$ cat config.mk
export PLATFORM = sky130hd
export DESIGN_NAME = demux_2_buf
export DESIGN_NICKNAME = d
export VERILOG_FILES = /design/src/rtl/demux_2_buf.sv
export SDC_FILE = /design/constraint.sdc
export NUM_CORES = 1
export LEC_CHECK = 0
export BUFFER_PORTS_ARGS = -buffer_cell sky130_fd_sc_hd__buf_2
export CAP_MARGIN = 40
export CORE_MARGIN = 5
export CORE_UTILIZATION = 55
export CTS_CLUSTER_DIAMETER = 100
export DETAILED_ROUTE_END_ITERATION = 10
export PLACE_DENSITY = 0.81
export SETUP_SLACK_MARGIN = 0.02
export SYNTH_ARGS = -nofsm -noshare
export SYNTH_HDL_FRONTEND = slang
export SYNTH_SLANG_ARGS = --single-unit
$ cat constraint.sdc
create_clock -name clk -period 2.2 [get_ports clk]
set_input_delay 0.22 -clock clk [delete_from_list [all_inputs] [get_ports clk]]
set_output_delay 0.22 -clock clk [all_outputs]
set_load 0.005 [all_outputs]
$ cat src/rtl/demux_2_buf.sv
// Buffered 1-to-2 demultiplexer: routes each accepted word by its select bit into
// one of two independent circular-buffer FIFOs, each drained by its own valid/ready port.

module demux_2_buf_fifo #(
  parameter int WIDTH = 16,
  parameter int DEPTH = 2,
  localparam int LW = $clog2(DEPTH) + 1,
  localparam int PW = $clog2(DEPTH)
) (
  input  logic             clk,
  input  logic             rst_n,
  input  logic             push,
  input  logic [WIDTH-1:0] wdata,
  input  logic             rdy,
  output logic [WIDTH-1:0] rdata,
  output logic             vld,
  output logic             full,
  output logic [LW-1:0]    level
);

  logic [WIDTH-1:0] mem [DEPTH];
  logic [PW-1:0]    wptr;
  logic [PW-1:0]    rptr;
  logic             pop;

  assign vld   = (level != '0);
  assign full  = (level == LW'(DEPTH));
  assign pop   = vld & rdy;
  assign rdata = mem[rptr];

  // Pointers wrap naturally because DEPTH is a power of two.
  always_ff @(posedge clk or negedge rst_n) begin
    if (!rst_n) begin
      wptr  <= '0;
      rptr  <= '0;
      level <= '0;
      for (int i = 0; i < DEPTH; i++) begin
        mem[i] <= '0;
      end
    end else begin
      if (push) begin
        mem[wptr] <= wdata;
        wptr      <= wptr + PW'(1);
      end
      if (pop) begin
        rptr <= rptr + PW'(1);
      end
      case ({push, pop})
        2'b10:   level <= level + LW'(1);
        2'b01:   level <= level - LW'(1);
        default: level <= level;
      endcase
    end
  end

endmodule

module demux_2_buf #(
  parameter int WIDTH = 16,
  parameter int DEPTH = 2,
  localparam int LW = $clog2(DEPTH) + 1
) (
  input  logic             clk,
  input  logic             rst_n,
  input  logic [WIDTH-1:0] in_data,
  input  logic             in_sel,
  input  logic             in_valid,
  output logic             in_ready,
  output logic [WIDTH-1:0] a_data,
  output logic             a_valid,
  input  logic             a_ready,
  output logic [WIDTH-1:0] b_data,
  output logic             b_valid,
  input  logic             b_ready,
  output logic [LW-1:0]    a_level,
  output logic [LW-1:0]    b_level
);

  logic a_full;
  logic b_full;
  logic push_a;
  logic push_b;

  // Ready looks only at the selected FIFO's registered fill, never at the consumers.
  assign in_ready = in_sel ? ~b_full : ~a_full;
  assign push_a   = in_valid & in_ready & ~in_sel;
  assign push_b   = in_valid & in_ready &  in_sel;

  demux_2_buf_fifo #(
    .WIDTH (WIDTH),
    .DEPTH (DEPTH)
  ) u_fifo_a (
    .clk   (clk),
    .rst_n (rst_n),
    .push  (push_a),
    .wdata (in_data),
    .rdy   (a_ready),
    .rdata (a_data),
    .vld   (a_valid),
    .full  (a_full),
    .level (a_level)
  );

  demux_2_buf_fifo #(
    .WIDTH (WIDTH),
    .DEPTH (DEPTH)
  ) u_fifo_b (
    .clk   (clk),
    .rst_n (rst_n),
    .push  (push_b),
    .wdata (in_data),
    .rdy   (b_ready),
    .rdata (b_data),
    .vld   (b_valid),
    .full  (b_full),
    .level (b_level)
  );

endmodule

# [Yosys cells after proc, flatten, opt, wreduce, memory -nomap -nowiden]
# Index checks and enable logic that the tools add are counted.
[op_classes] muxes=15 magnitude_cmp=6 n_bitwise=12 n_reduce_logical=6 add_sub_neg=8 n_eq_ne=6
[op_table] operator="$mux W16" count=8
[op_table] operator="$bwmux W32" count=2
[op_table] operator="$demux W16 S1" count=2
[op_table] operator="$eq A2 B2 Y1 const B" count=4
[op_table] operator="$ge A2 B2 Y1 const B" count=4
[op_table] operator="$not A1 Y2" count=4
[op_table] operator="$pmux W2 S2" count=2
[op_table] operator="$reduce_bool A2 Y1" count=4
[op_table] operator="$and A1 B1 Y1" count=5
[op_table] operator="$add A1 B1 Y1 const B" count=4
[op_table] operator="$add A2 B1 Y2 const B" count=2
[op_table] operator="$eq A2 B1 Y1 const B" count=2
[op_table] operator="$lt A2 B1 Y1 const B" count=2
[op_table] operator="$sub A2 B1 Y2 const B" count=2
[op_table] operator="$not A1 Y1" count=3
[op_table] operator="$logic_and A1 B1 Y1" count=2
[op_table] operator="$mux W1" count=1
[word_totals] in_bits=22 register_bits=72

# [Longest topological paths before layout]
# Gate-level depths: netlist of run 1.
[depth] word_depth=7 mapped_depth=6 mapped_depth_nobuf=6

# [Cells and area by module]
# From an unflattened synthesis of run 1, not the netlist that was laid out.
[hier_totals] hier_cells=205 hier_area_um2=3174.3
[modules_own_cells] module="demux_2_buf_fifo" area_each_um2=1574.0 instances=2 seq_area_each_um2=900.9 cells_per_inst=101
[modules_own_cells] module="demux_2_buf" area_each_um2=26.3 instances=1 seq_area_each_um2=0.0 cells_per_inst=3

# [Worst setup path after synthesis of run 1]
# No wires, ideal clock.
[synth_timing] kind="reg-to-reg" startpoint="reg u_fifo_a.level[1]" endpoint="reg u_fifo_a.level[1]" path_buffers=0 path_slack_ns=0.621 path_stages_with_launch=6 arrival_ns=1.500 setup_time_ns=0.079 required_ns=2.121 cell_sequence="dfrtp_1 > or2_2 > and2_1 > ha_1 > nor2_1 > xor2_1"
[synth_via] elab_cells_between_ends=13 cone_classes="2 x add/sub; 3 x eq/ne; 2 x mux; 4 x bitwise; 2 x reduce/logical"
[synth_lines] element="start: declaration" line_no="18" rtl="output logic [LW-1:0] level"
[synth_lines] element="start signal: assignment" line_no="49" rtl="2'b10: level <= level + LW'(1);"
[synth_lines] element="start signal: assignment" line_no="50" rtl="2'b01: level <= level - LW'(1);"
[synth_lines] element="start signal: assignment" line_no="51" rtl="default: level <= level;"
[synth_lines] element="$reduce_bool A2 Y1 (*)" line_no="26" rtl="assign vld = (level != '0);"
[synth_lines] element="via a_valid" line_no="70" rtl="output logic a_valid,"
[synth_lines] element="$and A1 B1 Y1 (*)" line_no="28" rtl="assign pop = vld & rdy;"
[synth_lines] element="via u_fifo_a.pop" line_no="24" rtl="logic pop;"
[synth_lines] element="$eq A2 B1 Y1 or $eq A2 B2 Y1 (tied branches)" line_no="48" rtl="case ({push, pop})"
[synth_lines] element="$pmux W2 S2 or $reduce_bool A2 Y1 (tied branches)"
# The timed path passes the listed nets; every way through them passes the cells marked *.
# A chain may end at the register's enable or synchronous reset.

# [Worst setup path after layout of run 1]
[layout_timing] startpoint="reg u_fifo_b.rptr" endpoint="out b_data[5]"
[layout_via] elab_chain_cells=4
[layout_rtl] element="start: declaration" line_no="23" rtl="logic [PW-1:0] rptr;"
[layout_rtl] element="start signal: assignment" line_no="46" rtl="rptr <= rptr + PW'(1);"
[layout_rtl] element="$not A1 Y2 (not written as such)" line_no="29" rtl="assign rdata = mem[rptr];"
[layout_rtl] element="$mux W16 (not written as such) (3 in a row)" line_no="29"
[layout_rtl] element="end: declaration" line_no="72" rtl="output logic [WIDTH-1:0] b_data,"
# Every way passes these cells. The select of a mux whose other input is x is not followed.

==> results_dict.tcl, run 1 <==
set metrics [dict create \
    fp.dieH_um 87.6 \
    syn_nets 232 \
    gr-total-overflow 0 \
    crit_family "flip-flops" \
    cts_tree "yes" \
    synth-seq-cells 72 \
    yosysMostFrequentCell "dfrtp_1" \
    place_ws_ps 492 \
    p_clk_share_pct 16.0 \
    hold_violations 0 \
    synthCells 208 \
    insertion_delay_ps 340 \
    yosysWarnings 0 \
    holdPathEnd "u_fifo_b.mem[6]" \
    grt_use_total_pct 18.3 \
    die_w_um 87.6 \
    antenna_found_initial 0 \
    yosysSeqAreaShare_pct 54.4 \
    power_mw 5.87 \
    critPathMaxFanout 11 \
    syn-cell-area_sq_mm 0.00331 \
    finalCriticalPeriod_ps 1870 \
    power.switching_mw 1.80 \
    worstSetupPathType "register to output port" \
    tightest_slew_ps 726 \
    portBuffers 60 \
    cts-root-buf "clkbuf_8" \
    synth_edf_count 0 \
    cts.sinks 72 \
    drc 0 \
    clk_pin_slew_ps 70 \
    crit_slowest_cell "dfrtp_1" \
    drt_iter0_drc 53 \
    diodes 0 \
    dp.final_hpwl_um 4390 \
    hold_depth 2 \
    fin_worst_skew_ps 7.20 \
    max-slew-margin-rel_pct 51.6 \
    cp.depth 3 \
    ff2ff_setup_slack_ps 490 \
    outcome "completed" \
    rr_worst_depth 4 \
    numCtsBuffers 9 \
    synth_top_area_share_pct 54.4 \
    cts_max_level 3 \
    drv_slew 0 \
    end_kind "output port" \
    yosys-top-cells-area "dfrtp_1 (54%), mux2_2 (22%), mux2_4 (9.1%), mux2_1 (3.7%), xnor2_1 (1.6%)" \
    synthDistinctLibCells 26 \
    cts_buffer_depth 2 \
    grt_pass1_wl_um 10500 \
    maxCapViolations 0 \
    pwr-share-seq_pct 41.1 \
    vias 1890 \
    grt_max_degree 32 \
    start_util_pct 56.2 \
    async_flop_share_pct 100 \
    viasPerCell 5.28 \
    synth_top_cells_by_count "dfrtp_1 (72), mux2_2 (65), mux2_4 (20)" \
    die-area_sq_mm 0.00767 \
    wl_um 6180 \
    min-delay-start "in_data[6]" \
    min_path_type "input pin to register" \
    yosys.area.top_type "dfrtp_1" \
    crit_chain "buf_4 > mux2_2 > buf_2" \
    setup_tns_ps 0 \
    switching_share_pct 30.7 \
    nets 302 \
    crit_buf_inv 2 \
    p_comb_share_pct 42.9 \
    syn_area_per_cell_sq_um 15.9 \
    setup_viol 0 \
    crit-reg2reg-launch "u_fifo_a.level[0]" \
    leakage_nw 1.80 \
    worstPathRequired_ps 1980 \
    first_pass_iters 4 \
    slowest_delay_ps 520 \
    area_growth_pct 18.1 \
    cp.arrival_ps 1650 \
    rows 28 \
    gp_congestion 0.727 \
    whs_ps 142 \
    cts_setup_buffers 0 \
    grt_pass1_vias 2050 \
    cts_resized 0 \
    start_kind "register" \
    core-area_sq_mm 0.00589 \
    post_drt_wl_per_cell_um 17.3 \
    min_period_over_period_pct 85.2 \
    grt_setup_unrepaired "false" \
    synth_ff_type "dfrtp_1" \
    vdd_drop_max_mv 0.767 \
    power_density_mw_per_mm2 1500 \
    reg2reg_to "u_fifo_a.mem[18]" \
    ioPinCount 61 \
    drtAntennaViolNets 0 \
    max_freq_mhz 534 \
    internal-power_mw 4.07 \
    drive_gt1_share_pct 61.5 \
    setup_slack_ps 327 \
]
## placed cells by master (no fill, tap or decap)
cell           instances
a21oi_1                1
and2_1                 2
and4bb_2               1
buf_12                 3
buf_2                 60
buf_4                  5
clkbuf_1               3
clkbuf_8              11
clkinv_2               1
clkinv_4               1
dfrtp_1               72
dlygate4sd3_1          1
ha_1                   2
mux2_1                11
mux2_2                65
mux2_4                20
nand2_2                1
nand2b_1               1
nand2b_4               1
nand3_1                1
nand3b_1               1
nand4_4                1
nand4b_4               1
nor2_1                 3
nor2b_1                1
nor3_4                 1
or2_2                  2
xnor2_1                6
xor2_1                 4
## per-stage QoR
| step | std cells | instance area [sq um] | utilization, % |
|---|---|---|---|
| 4_1_cts | 358 | 3910 | 66.4 |
| 6_report | 358 | 3910 | 66.4 |
| 5_1_grt | 358 | 3910 | 66.4 |
| 3_5_place_dp | 341 | 3720 | 63.2 |
| 2_1_floorplan | 208 | 3310 | - |
| 3_3_place_gp | 341 | 3720 | 63.2 |
## layer usage
metal / track usage [%] / share of wire, % / vias up
met3: 6.21 / 7.0 / 6
met4: 6.28 / 1.1 / 0
met5: 0 / 0 / -
met1: 25.2 / 46 / 951
li1: - / - / 883
met2: 27.1 / 46 / 50
## worst reg2reg max path, stage by stage (launching register included)
cell and delay, ps:
dfrtp_1 420, nand2b_4 180, and4bb_2 450, buf_12 190, mux2_2 340
## final cells by class
cell class,count,area (sq um)
clock buffer,14,163
multi-input combinational,126,1430
tap,75,93.8
clock inverter,2,13.8
timing repair buffer,69,408
fill,437,1980
sequential,72,1800
## state kept, by name (all words and copies together) (netlist names)
signal,flops
u_fifo_a.mem,32
u_fifo_a.wptr,1
u_fifo_a.level,2
u_fifo_b.wptr,1
u_fifo_b.mem,32
u_fifo_b.level,2
u_fifo_a.rptr,1
u_fifo_b.rptr,1
## power by group through the flow
stage	Sequential (mW)	Clock (mW)	Combinational [mW]
6_report	2.41	0.938	2.52
5_1_grt	2.50	1.03	2.76
4_1_cts	2.41	0.964	2.57
3_5_place_dp	2.43	0	2.56
3_3_place_gp	2.40	0	2.49
2_1_floorplan	2.30	0	1.77
## cells by family (layout without fill, tap and decap cells)
kind of cell / Yosys count / in the layout / share of synthesized area (%)
multiplexers: 96 / 96 / 34.9
flip-flops: 72 / 72 / 54.4
XOR/XNOR: 10 / 10 / 2.65
AO/OA/AOI/OAI: 1 / 1 / 0.151
AND/OR/NAND/NOR: 17 / 17 / 4.69
adder cells (fa/ha/maj): 2 / 2 / 0.756
buffers and inverters: 10 / 85 / 2.42
## worst max-delay path by stage
| stage | slack [ps] | from | end |
|---|---|---|---|
| 2_1_floorplan | 620 | u_fifo_a.level[1] | u_fifo_a.level[1] |
| 3_3_place_gp | 560 | u_fifo_a.level[0] | u_fifo_a.mem[16] |
| 3_5_place_dp | 490 | u_fifo_a.level[0] | u_fifo_a.mem[20] |
| 4_1_cts | 300 | u_fifo_b.rptr | b_data[5] |
| 5_1_grt | 240 | u_fifo_b.rptr | b_data[0] |
| 6_report | 330 | u_fifo_b.rptr | b_data[5] |
## timing repair
item	CTS	global route
setup endpoints to repair	0	0
endpoints found under the hold margin	28	0
hold buffers	1	0
No activity file was read; power rests on OpenSTA's default activity.
==> run 2, diff against run 1 <==
Settings changed: CORE_UTILIZATION 55 to 57, CTS_BUF_LIST set to sky130_fd_sc_hd__clkbuf_8, PLACE_DENSITY 0.81 to 0.83.
==> results_dict.tcl, run 2 (synthesis gave the netlist of run 1 again) <==
set metrics [dict create \
    tightest_slew_ps 567 \
    setup_tns_ps 0 \
    setup_viol 0 \
    slowest_delay_ps 510 \
    wl_um 6160 \
    die_w_um 86.2 \
    fin_cells 352 \
    cts_max_level 3 \
    fillers 399 \
    start_util_pct 59.4 \
    post_drt_wl_per_cell_um 17.5 \
    gr-total-overflow 0 \
    dp.final_hpwl_um 4100 \
    grt_use_total_pct 18.6 \
    worstPathRequired_ps 1980 \
    first_pass_iters 4 \
    start_kind "register" \
    max-slew-margin-rel_pct 62.2 \
    cts_buffer_depth 2 \
    drt_iter0_drc 74 \
    worstSetupPathType "register to output port" \
    rr_worst_depth 3 \
    core-area_sq_mm 0.00557 \
    final_common_cell "dfrtp_1" \
    antenna_found_initial 0 \
    crit_slowest_cell "dfrtp_1" \
    numCtsBuffers 9 \
    hold_violations 0 \
    fin_worst_skew_ps 6.00 \
    finalCriticalPeriod_ps 1870 \
    power_density_mw_per_mm2 1590 \
    leakage_nw 1.82 \
    portBuffers 60 \
    cp.arrival_ps 1650 \
    crit_chain "buf_4 > mux2_2 > buf_2" \
    nets 299 \
    max_freq_mhz 535 \
    mostFrequentLayoutCells "dfrtp_1 (72), mux2_2 (65), buf_2 (60)" \
    cts.sinks 72 \
    crit_start "u_fifo_b.rptr" \
    place_ws_ps 433 \
    vias 1869 \
    gp_congestion 0.667 \
    grt_pass1_wl_um 10500 \
    min_period_over_period_pct 85.0 \
    viasPerCell 5.31 \
    area_growth_pct 19.3 \
    cts_resized 0 \
    cts_tree "yes" \
    ff2ff_setup_slack_ps 430 \
    drtAntennaViolNets 0 \
    endpoint "b_data[5]" \
    setup_slack_ps 331 \
    end_kind "output port" \
    clk_pin_slew_ps 70 \
    drc 0 \
    utilization_pct 70.9 \
    outcome "completed" \
    vdd_drop_max_mv 0.909 \
    cts-root-buf "clkbuf_8" \
    reg2reg_to "u_fifo_a.mem[17]" \
    die-area_sq_mm 0.00743 \
    grt_pass1_vias 2048 \
    drv_slew 0 \
    drive_gt1_share_pct 61.8 \
    grt_setup_unrepaired "false" \
    fp.dieH_um 86.2 \
    dp.cells 335 \
    diodes 0 \
    critPathMaxFanout 12 \
    maxCapViolations 0 \
    min_path_type "input pin to register" \
    crit-reg2reg-launch "u_fifo_a.level[0]" \
    ioPinCount 61 \
    grt_max_degree 53 \
    rows 27 \
    reg_top3 "u_fifo_a.mem: 32 flops, u_fifo_b.mem: 32 flops" \
    insertion_delay_ps 350 \
]
run 2: area by class of cell:
type | instances | area, sq um | area share (%)
clock buffers | 10 | 138 | 3.48
clock inverters | 6 | 131 | 3.33
multi-input cells | 126 | 1430 | 36.2
flip-flops and latches | 72 | 1800 | 45.6
well taps | 72 | 90.1 | 2.28
repair buffers | 66 | 360 | 9.12
run 2: per-stage QoR:
stage                     total power [mW]  cell area, sq um  hold slack (ps)
after global placement                4.85              3670              210
final                                 6.28              3950              133
after floorplan                       4.07              3310            -75.6
after detailed placement              4.95              3670              216
after global routing                  6.72              3950              128
after CTS                             6.36              3950              129
run 2: how the worst min path moves through the flow:
stage,startpoint,endpoint,slack (ps),cells after the start
finish,in_data[7],u_fifo_b.mem[7],130,2
CTS,in_data[13],u_fifo_b.mem[13],130,2
detailed placement,rst_n,u_fifo_b.mem[22],220,1
global route,in_data[13],u_fifo_b.mem[29],130,2
global placement,rst_n,u_fifo_b.mem[22],210,1
floorplan,rst_n,u_fifo_a.level[0],-80,0
run 2: power breakdown:
| part | switching, mW | internal (mW) |
|---|---|---|
| logic | 0.921 | 1.56 |
| registers | 0.410 | 2.01 |
| clock network | 0.487 | 0.895 |
| total | 1.82 | 4.46 |
run 2: layer usage:
layer | up-vias | GRT usage, % | wire (um) | part of all wire, %
met5 | - | 0 | 0 | 0
met3 | 10 | 5.42 | 367 | 6.0
met4 | 0 | 7.22 | 96 | 1.6
li1 | 877 | - | - | -
met1 | 928 | 25.4 | 2840 | 46
met2 | 54 | 28.2 | 2860 | 46
run 2: worst max-delay path, delay by kind of cell (launching register included):
kind | cells | cell delay [ps]
mux | 1 | 370
flops | 1 | 510
buf+inv | 2 | 420
run 2: repair_timing:
action	in CTS	in global routing
setup buffers	0	0
endpoints found under the setup margin	0	0
hold buffers	1	0
endpoints found under the hold margin	20	0
